File: src/rtl/matinv_pkg.sv
// Shared definitions for the matrix inverter result path.
package matinv_pkg;
    localparam int MATINV_DATA_W    = 16;
    localparam int MATINV_MAX_ORDER = 16;
    localparam int IDX_W            = 4;          // row/col index width
    localparam int ORD_W            = IDX_W + 1;  // decoded order 1..16

    typedef enum logic [2:0] {
        ST_IDLE,
        ST_CAPTURE,
        ST_DRAIN,
        ST_DONE,
        ST_SINGULAR
    } coll_state_e;

    // Order field 0 stands for the maximum order of 16.
    function automatic logic [ORD_W-1:0] order_decode(input logic [IDX_W-1:0] ord);
        return (ord == '0) ? ORD_W'(16) : {1'b0, ord};
    endfunction
endpackage

File: src/rtl/matinv_index_walker.sv
// (row,col) pointer over an n x n matrix, row- or column-major walk,
// exposing both the current and the next position with their last flags.
module matinv_index_walker
    import matinv_pkg::*;
(
    input  logic             clk,
    input  logic             rst,
    input  logic             adv_i,
    input  logic [ORD_W-1:0] n_i,
    input  logic             col_major_i,
    output logic [IDX_W-1:0] row_o,
    output logic [IDX_W-1:0] col_o,
    output logic             last_o,
    output logic [IDX_W-1:0] nxt_row_o,
    output logic [IDX_W-1:0] nxt_col_o,
    output logic             nxt_last_o
);
    logic [IDX_W-1:0] row_q, col_q, row_d, col_d;
    logic [ORD_W-1:0] nm1;
    logic             row_end, col_end;

    assign nm1     = n_i - ORD_W'(1);
    assign row_end = ({1'b0, row_q} == nm1);
    assign col_end = ({1'b0, col_q} == nm1);

    // Next position: inner index advances first and wraps at n-1.
    always_comb begin
        row_d = row_q;
        col_d = col_q;
        if (col_major_i) begin
            if (row_end) begin
                row_d = '0;
                col_d = col_end ? '0 : col_q + IDX_W'(1);
            end else begin
                row_d = row_q + IDX_W'(1);
            end
        end else begin
            if (col_end) begin
                col_d = '0;
                row_d = row_end ? '0 : row_q + IDX_W'(1);
            end else begin
                col_d = col_q + IDX_W'(1);
            end
        end
    end

    // Pointer register, moves only when asked.
    always_ff @(posedge clk or negedge rst) begin
        if (!rst) begin
            row_q <= '0;
            col_q <= '0;
        end else if (adv_i) begin
            row_q <= row_d;
            col_q <= col_d;
        end
    end

    assign row_o      = row_q;
    assign col_o      = col_q;
    assign last_o     = row_end && col_end;
    assign nxt_row_o  = row_d;
    assign nxt_col_o  = col_d;
    assign nxt_last_o = ({1'b0, row_d} == nm1) && ({1'b0, col_d} == nm1);
endmodule

File: src/rtl/inverse_result_collector.sv
// Captures the inverter's row-major result stream into a buffer and replays
// it on a registered valid/ready stream; flags singular matrices.
module inverse_result_collector
    import matinv_pkg::*;
#(
    parameter int DATA_W    = MATINV_DATA_W,
    parameter int MAX_ORDER = MATINV_MAX_ORDER
) (
    input  logic              clk,
    input  logic              rst,
    input  logic [IDX_W-1:0]  order,
    input  logic              col_major,
    input  logic [DATA_W-1:0] inv_data,
    input  logic              inv_ready,
    input  logic              inv_invertible,
    output logic [DATA_W-1:0] m_data,
    output logic [IDX_W-1:0]  m_row,
    output logic [IDX_W-1:0]  m_col,
    output logic              m_valid,
    input  logic              m_ready,
    output logic              m_last,
    output logic              busy,
    output logic              done,
    output logic              singular
);
    coll_state_e       state_q, state_d;
    logic [ORD_W-1:0]  n_q, n_d, n_eff;
    logic              cm_q, cm_d;
    logic              m_valid_q, m_valid_d, m_last_q, m_last_d;
    logic [DATA_W-1:0] m_data_q, m_data_d;
    logic              wr_en, w_adv, r_adv;
    logic [IDX_W-1:0]  w_row, w_col, r_row, r_col, r_nrow, r_ncol;
    logic              w_last, r_nlast;
    logic [IDX_W-1:0]  w_unused_nrow, w_unused_ncol;
    logic              w_unused_nlast, r_unused_last;

    logic [DATA_W-1:0] buf_mem_q [MAX_ORDER*MAX_ORDER];

    // While idle the order is not latched yet, so the write walker sees it live.
    assign n_eff = (state_q == ST_IDLE) ? order_decode(order) : n_q;

    matinv_index_walker u_wr_ptr (
        .clk        (clk),
        .rst        (rst),
        .adv_i      (w_adv),
        .n_i        (n_eff),
        .col_major_i(1'b0),
        .row_o      (w_row),
        .col_o      (w_col),
        .last_o     (w_last),
        .nxt_row_o  (w_unused_nrow),
        .nxt_col_o  (w_unused_ncol),
        .nxt_last_o (w_unused_nlast)
    );

    matinv_index_walker u_rd_ptr (
        .clk        (clk),
        .rst        (rst),
        .adv_i      (r_adv),
        .n_i        (n_q),
        .col_major_i(cm_q),
        .row_o      (r_row),
        .col_o      (r_col),
        .last_o     (r_unused_last),
        .nxt_row_o  (r_nrow),
        .nxt_col_o  (r_ncol),
        .nxt_last_o (r_nlast)
    );

    // Element buffer; contents are meaningless until written, so no reset.
    always_ff @(posedge clk) begin
        if (wr_en) buf_mem_q[{w_row, w_col}] <= inv_data;
    end

    // Next-state and output-register logic.
    always_comb begin
        state_d   = state_q;
        n_d       = n_q;
        cm_d      = cm_q;
        m_valid_d = m_valid_q;
        m_last_d  = m_last_q;
        m_data_d  = m_data_q;
        wr_en     = 1'b0;
        w_adv     = 1'b0;
        r_adv     = 1'b0;
        unique case (state_q)
            ST_IDLE: begin
                if (inv_ready) begin
                    n_d  = n_eff;
                    cm_d = col_major;
                    if (!inv_invertible) begin
                        state_d = ST_SINGULAR;
                    end else begin
                        wr_en = 1'b1;
                        w_adv = 1'b1;
                        if (w_last) begin
                            // Order 1: the only element bypasses the buffer.
                            state_d   = ST_DRAIN;
                            m_valid_d = 1'b1;
                            m_last_d  = 1'b1;
                            m_data_d  = inv_data;
                        end else begin
                            state_d = ST_CAPTURE;
                        end
                    end
                end
            end
            ST_CAPTURE: begin
                if (inv_ready) begin
                    wr_en = 1'b1;
                    w_adv = 1'b1;
                    if (w_last) begin
                        // Element (0,0) was written long ago; present it.
                        state_d   = ST_DRAIN;
                        m_valid_d = 1'b1;
                        m_last_d  = 1'b0;
                        m_data_d  = buf_mem_q[0];
                    end
                end
            end
            ST_DRAIN: begin
                if (m_ready) begin
                    if (m_last_q) begin
                        state_d   = ST_DONE;
                        m_valid_d = 1'b0;
                        m_last_d  = 1'b0;
                    end else begin
                        r_adv    = 1'b1;
                        m_data_d = buf_mem_q[{r_nrow, r_ncol}];
                        m_last_d = r_nlast;
                    end
                end
            end
            default: ;
        endcase
    end

    // State and registered stream outputs.
    always_ff @(posedge clk or negedge rst) begin
        if (!rst) begin
            state_q   <= ST_IDLE;
            n_q       <= ORD_W'(16);
            cm_q      <= 1'b0;
            m_valid_q <= 1'b0;
            m_last_q  <= 1'b0;
            m_data_q  <= '0;
        end else begin
            state_q   <= state_d;
            n_q       <= n_d;
            cm_q      <= cm_d;
            m_valid_q <= m_valid_d;
            m_last_q  <= m_last_d;
            m_data_q  <= m_data_d;
        end
    end

    assign m_data   = m_data_q;
    assign m_row    = r_row;
    assign m_col    = r_col;
    assign m_valid  = m_valid_q;
    assign m_last   = m_last_q;
    assign busy     = (state_q == ST_CAPTURE) || (state_q == ST_DRAIN);
    assign done     = (state_q == ST_DONE);
    assign singular = (state_q == ST_SINGULAR);
endmodule

File: config.mk
export PLATFORM = sky130hd
export DESIGN_NAME = inverse_result_collector
export DESIGN_NICKNAME = d
export VERILOG_FILES = /design/src/rtl/matinv_pkg.sv /design/src/rtl/matinv_index_walker.sv /design/src/rtl/inverse_result_collector.sv
export SDC_FILE = /design/constraint.sdc
export NUM_CORES = 2
export LEC_CHECK = 0
export BUFFER_PORTS_ARGS = -buffer_cell sky130_fd_sc_hd__buf_4
export CAP_MARGIN = 20
export CELL_PAD_IN_SITES_DETAIL_PLACEMENT = 0
export CELL_PAD_IN_SITES_GLOBAL_PLACEMENT = 2
export CORE_MARGIN = 5
export CORE_UTILIZATION = 42
export CTS_CLUSTER_DIAMETER = 40
export DETAILED_ROUTE_END_ITERATION = 10
export PLACE_DENSITY_LB_ADDON = 0.1
export SETUP_SLACK_MARGIN = 0.4
export SLEW_MARGIN = 20
export SYNTH_ARGS = -nofsm -noshare
export SYNTH_HDL_FRONTEND = slang
export SYNTH_SLANG_ARGS = --single-unit
File: constraint.sdc
create_clock -name clk -period 3.7 [get_ports clk]
set_clock_uncertainty 0.2 [all_clocks]
set_input_delay 0.74 -clock clk [delete_from_list [all_inputs] [get_ports clk]]
set_output_delay 0.74 -clock clk [all_outputs]
set_load 0.005 [all_outputs]
Word level (Yosys, flattened, before mapping)
Memories as Yosys holds them, arrays and structs flattened.
Cells that the tools add are included.
Cells by class
  $add $sub $neg: 6
  equality and inequality tests: 18
  mux-type cells: 50
  reductions and logical operators: 12
Operators by type and width (number)
  16-bit 2-to-1 mux: 7
  16-bit one-hot mux with 3 select lines: 1
  4-bit 2-to-1 mux: 8
  4-bit by 5-bit equality test with 1-bit output: 6
  1-bit 2-to-1 mux: 21
  3-bit 2-to-1 mux: 6
  4-bit by 1-bit adder with 4-bit output, second input constant: 4
  2-bit != test, second input constant: 6
  6-bit AND reduction: 2
  5-bit 2-to-1 mux: 2
  5-bit by 1-bit subtractor with 5-bit output, second input constant: 2
  3-bit one-hot mux with 3 select lines: 1
  8-bit AND reduction: 1
  7-bit AND reduction: 1
  3-bit by 2-bit equality test with 1-bit output, second input constant: 2
  1-bit one-hot mux with 3 select lines: 2
  4-bit logical NOT: 1
  2-bit by 1-bit != test with 1-bit output, second input constant: 2
  2-bit AND reduction: 2
  3-bit by 1-bit equality test with 1-bit output, second input constant: 1
  3-bit equality test, second input constant: 1
  3-bit logical NOT: 1
  3-bit nonzero test: 1
  1-bit logical AND: 2
  other kinds (3): 3
Word-level totals
  flip-flop bits (word level): 43
  RAM bits: 4096
  word-level logic and storage cells: 97
  memories: 1
Memory list
  buf_mem_q: depth 256, width 16, read ports 2, clocked after memory_dff 0, write ports 1, line inverse_result_collector.sv:37  | logic [DATA_W-1:0] buf_mem_q [MAX_ORDER*MAX_ORDER];

Depth between registers and ports, before layout
  depth after elaboration: 10
  gate-level depth with buffers: 22
  gate-level depth less buffers: 14

Hierarchy
Synthesis repeated with hierarchy kept, for this count alone.
Second synthesis, totals
  cell total of the unflattened synthesis: 7685
  area, all modules: 162138.0 um^2
By module, submodules not included
  inverse_result_collector: times used 1, cells each 7497, area an instance 160343.8 um^2
  matinv_index_walker: times used 2, cells each 94, area an instance 897.1 um^2

Worst setup path after synthesis
No wires, ideal clock.
  kind: flip-flop to flip-flop
  start point: register state_q[0]
  end point: register m_data_q[5] (netlist: m_data[5])
  library setup time: 126 ps
  data arrival time: 3738 ps
  path slack: -364 ps
  cell stages (with the launch flop): 15
  buffers on the path: 1
  clock period less this slack: 4064 ps
  cells stage by stage: dfrtp_1 > buf_6 > nor3_4 > mux2i_1 > ha_1 > xnor2_1 > xnor2_1 > nand3_1 > nor3_4 > a32o_2 > nand2_2 > a221oi_1 > o21ai_1 > or4_1 > o32a_1
Between the ends
  cells in the longest elaborated chain, start to end: 7
  elaborated cells between the ends (all ways): 18
Ends and longest elaborated chain
  start: declaration: line inverse_result_collector.sv:26  | coll_state_e state_q, state_d;
  start signal: assignment: line inverse_result_collector.sv:148  | state_q <= state_d;
  3-bit logical NOT: line inverse_result_collector.sv:40, inverse_result_collector.sv:86
  5-bit 2-to-1 mux: line inverse_result_collector.sv:40  | assign n_eff = (state_q == ST_IDLE) ? order_decode(order) : n_q;
  5-bit by 1-bit subtractor with 5-bit output: line matinv_index_walker.sv:22  | assign nm1 = n_i - ORD_W'(1);
  4-bit by 5-bit equality test with 1-bit output, on equally long branches: line matinv_index_walker.sv:23, matinv_index_walker.sv:24
  1-bit logical AND: line matinv_index_walker.sv:60  | assign last_o = row_end && col_end;
  2-bit by 1-bit != test with 1-bit output (no source line)
  8-bit AND reduction (no source line)
  end signal: assignment: line inverse_result_collector.sv:153  | m_data_q <= m_data_d;
  end: declaration: line inverse_result_collector.sv:30  | logic [DATA_W-1:0] m_data_q, m_data_d;
Parallel ways exist; a longest one is shown, timed or not.
A chain may end at the register's enable or synchronous reset.

Worst setup path after layout
  start point: register n_q[0]
  end point: register m_data_q[14] (netlist: m_data[14])
Between the ends
  cells in the longest elaborated chain, start to end: 9
  elaborated cells between the ends (all ways): 21
Ends and longest elaborated chain
  start: declaration: line inverse_result_collector.sv:27  | logic [ORD_W-1:0] n_q, n_d, n_eff;
  start signal: assignment: line inverse_result_collector.sv:149  | n_q <= n_d;
  5-bit by 1-bit subtractor with 5-bit output: line matinv_index_walker.sv:22
  4-bit by 5-bit equality test with 1-bit output, on equally long branches: line matinv_index_walker.sv:24, matinv_index_walker.sv:23
  4-bit 2-to-1 mux, on equally long branches
  4-bit 2-to-1 mux, on equally long branches: line matinv_index_walker.sv:31, matinv_index_walker.sv:38
  4-bit 2-to-1 mux: line matinv_index_walker.sv:30  | if (col_major_i) begin
  memory read 256 x 16 bit
  16-bit 2-to-1 mux: line inverse_result_collector.sv:123  | if (m_last_q) begin
  16-bit 2-to-1 mux: line inverse_result_collector.sv:122  | if (m_ready) begin
  16-bit one-hot mux with 3 select lines: line inverse_result_collector.sv:86  | unique case (state_q)
Parallel ways exist; a longest one is shown, timed or not. The select of a mux whose other input is x is not followed.

==> key figures <==
Final layout
  – Final instance area: between 0.2 and 0.25 mm2
  – Nets@finish: roughly 14000
  – Layout cells sized above 1: 26.3%
  – Fin cells: around 19000
  – Post-layout util: 55.3%
  – Area delta synth->final: 31.0%

Worst setup path
  – Critical path class: register to register
  – Crit-path cells: inv_4 > ha_4 > nor3b_4 > a32o_2 > o211a_4 > o211ai_4 > buf_6 > nand2_8 > buf_4 > buf_12 > nor2_4 > buf_12 > buf_4 > buf_4 > nand3_1 > nand4_1 > nand3_2 > buf_6 > a222oi_1 > and4bb_2 > a31oi_2
  – Worst EP required: approximately 4.4 ns
  – CP endpoint kind: register
  – Worst EP arrival: approximately 5.8 ns
  – CP delay by family, top: compound AO/OA/AOI/OAI gates
  – Startpoint Class: register
  – Launching point of the worst reg2reg path: n_q[0]$_DFFE_PN0P_
  – Slowest CP cell: a222oi_1
  – Maximum fanout along the worst path: 7
  – Critical Path Start: n_q[0]$_DFFE_PN0P_
  – Cell mode on critical path: buf_4
  – Critical path buffer and inverter count: 8
  – CP peak stage delay: 0.89 ns

GRT
  – Total grt overflow: 0
  – First-pass GRT wire length: 917000 um
  – Vias in the first global route: approximately 110k
  – Largest net degree at the start of global routing: approximately 140
  – Initial antenna violation count: 44
  – Total track usage: around 32%

Run status
  – Failing checks: negative setup slack
  – Outcome: complete, but fails checks

Floorplanning
  – Die footprint: slightly above 0.4 mm2
  – # rows: 229
  – Die X: about 640 um
  – Core area: between 0.3 and 0.4 mm2
  – # IOs: 55
  – Die height: 636 um
  – Initial core utilization: a little over two fifths

Logic synthesis
  – EDFF count, synth: just over 4000
  – Mapped cell area: 0.164 mm2
  – Dominant synthesized flop cell: edfxtp_1
  – Post-synthesis cell type count: 98
  – Mapped Nets: 11700
  – Post-synthesis sequential area ratio: 75.4%
  – Cells after Synth: roughly 12000
  – Seq cells post-synth: just over 4000
  – Mean Syn Cell Area: between 10 and 15 um2
  – Asr flop ratio synth: 1.04%
  – YS warnings: 0

STA
  – Worst-Margin Slew: approximately 1.5 ns
  – Setup violations, final: 16
  – Final period util: 139%
  – RSZ-0062 raised after global routing: yes
  – Max_slew headroom: about 3.2%
  – Post-route setup slack: -1.43 ns
  – FMAX: around 200 MHz
  – Worst Hold Slack: roughly 0.066 ns
  – Clock period minus worst slack: approximately 5.1 ns
  – Hold Vio Cnt, Final: 0
  – Final Slew Violations: 0

Power
  – Pwr/cell area: between 600 and 700 mW/mm2
  – P_leak: roughly 75 nW
  – VDD IR max: 523 uV

Drt
  – Pre-Repair DR Iteration Count: 8
  – DR vias: 116000
  – DR WL/cell: between 30 and 40 um
  – Vias per inst: just under 6
  – Drt drc: 0
  – Final WL: around 680000 um
  – Routed Antenna Nets: 0
  – DRT iter0 DRCs: roughly 15000

Placed design
  – RD Place Congestion: about 0.95
  – Placed Cells: between 15000 and 20000
  – Worst slack at placement: -2.29 ns
  – Dpl hpwl: roughly 440000 um
  – Post-DP Area: 0.189 mm2
  – IO buf count: 54

CTS
  – Clock sink total: between 4000 and 5000
  – Cts bufs inserted: 599
  – CTS tree: yes
  – Clk_lat worst skew: between 1 and 1.5 ns
  – Worst-path clk slew: approximately 0.05 ns
  – CTS H-tree lvls: 6
  – CTS Buffer Depth: 4
  – Root cell of the clock tree: clkbuf_16

Hold path
  – Hold path start: inv_data[6]
  – Hold Crit Class: primary input to register

Run
  – # Max-Cap Violations: 0
synth_stat cells (91+ instances only):
cell type	count	area [um2]
edfxtp_1	4096	123000
nand2_1	2851	10700
nand3_1	676	3380
mux2i_1	497	4970
a21oi_1	453	2270
buf_2	443	2220
nor2_1	431	1620
a31oi_1	357	2230
and3_1	194	1210
clkbuf_1	167	627
o22ai_1	154	963
a32oi_1	145	1270
o21ai_0	121	606
a211oi_1	118	886
nand4_1	98	613
buf_4	91	683
cell type report:
class	instances	area (um2)
inverter	15	71.3
fill	31700	174000
sequential	4139	124000
tap	5197	6500
timing repair buffer	2183	25000
clock inverter	426	4960
antenna	14	35.0
clock buffer	671	15600
multi-input combinational	6766	39200
per-stage QoR:
step                TNS [ns]  power [mW]
floorplan              -1.84        64.8
global placement      -25.81        77.7
detailed placement    -25.56        77.7
CTS                   -16.50         138
global route          -18.78         143
finish                -18.05         140
where the power goes:
group / internal [mW] / total (mW) / switching (mW)
Sequential: 51.6 / 51.8 / 0.136
Clock: 36.2 / 58.5 / 22.2
Combinational: 11.8 / 29.7 / 17.9
Total: 99.6 / 140 / 40.3
cells in the final DEF (no fill, tap or decap), types with 22 or more instances in the layout:
master      count
buf_4        1434
clkinv_2       74
nor3_1         45
inv_6          57
nand4_1        98
clkinv_8       23
o211ai_1       22
nor4_1         31
a31oi_1       335
a211oi_1       97
mux2i_1       480
buf_12        527
a32oi_1       129
o221ai_1       27
nand3_1       659
a221oi_1       37
edfxtp_1     4096
clkinvlp_4     57
clkinv_4       64
nand2_2        23
buf_6         102
a21oi_1       424
dfrtp_1        40
buf_16         38
o21ai_1        27
a311oi_1       31
a21oi_2        23
nor2_2        206
nor2_1        213
buf_8          32
o21ai_0        99
a22oi_1        34
nand2_1      2821
clkbuf_16     633
o22ai_1       143
clkinv_1       64
bufinv_16      78
and3_1        187
clkbuf_1       54
cells by family after synthesis:
| family | Yosys count | share of synthesized area [%] |
|---|---|---|
| compound gates | 1774 | 7.26 |
| xor+xnor | 24 | 0.158 |
| fa+ha+maj | 12 | 0.0913 |
| buf+inv | 791 | 2.45 |
| flops | 4139 | 75.4 |
| mux | 516 | 3.17 |
| simple gates | 4440 | 11.4 |
registers in the layout, indices dropped and copies added, names as in the netlist:
name            flops
m_valid             1
n_q                 5
m_data             16
m_last              1
state_q             3
u_wr_ptr.row_o      4
u_wr_ptr.col_o      4
u_rd_ptr.row_o      4
buf_mem_q        4096
u_rd_ptr.col_o      4
cm_q                1
path summary, 6_finish.rpt:
check	end	slack (ns)	cells past startpoint
setup / recovery	m_data[14]$_DFFE_PN0P_	-1.43	21
min in group asynchronous	m_valid$_DFFE_PN0P_	0.14	2
hold / removal	buf_mem_q[163][6]$_DFFE_PP_	0.07	2
max in group asynchronous	u_rd_ptr.row_o[2]$_DFFE_PN0P_	2.17	3
hold reg to reg	u_wr_ptr.row_o[0]$_DFFE_PN0P_	0.38	1
setup reg to reg	m_data[14]$_DFFE_PN0P_	-1.43	21
layer usage:
metal / GRT usage, % / part of all wire, % / vias to the layer above
met5: 0 / 0.015 / -
met4: 13.6 / 4.9 / 16
met3: 6.28 / 9.2 / 1178
met2: 49.9 / 45 / 6138
met1: 45.4 / 41 / 59800
li1: - / - / 48600
repair_timing:
| action | in CTS | in global routing |
|---|---|---|
| hold endpoints to repair | 363 | 0 |
| buffers inserted | 114 | 71 |
| pin swaps | 72 | 107 |
| gates resized for setup | 329 | 275 |
| gates cloned | 18 | 18 |
| hold buffers | 20 | 0 |
| endpoints found under the setup margin | 1833 | 1133 |
No activity file was read; power rests on OpenSTA's default activity.
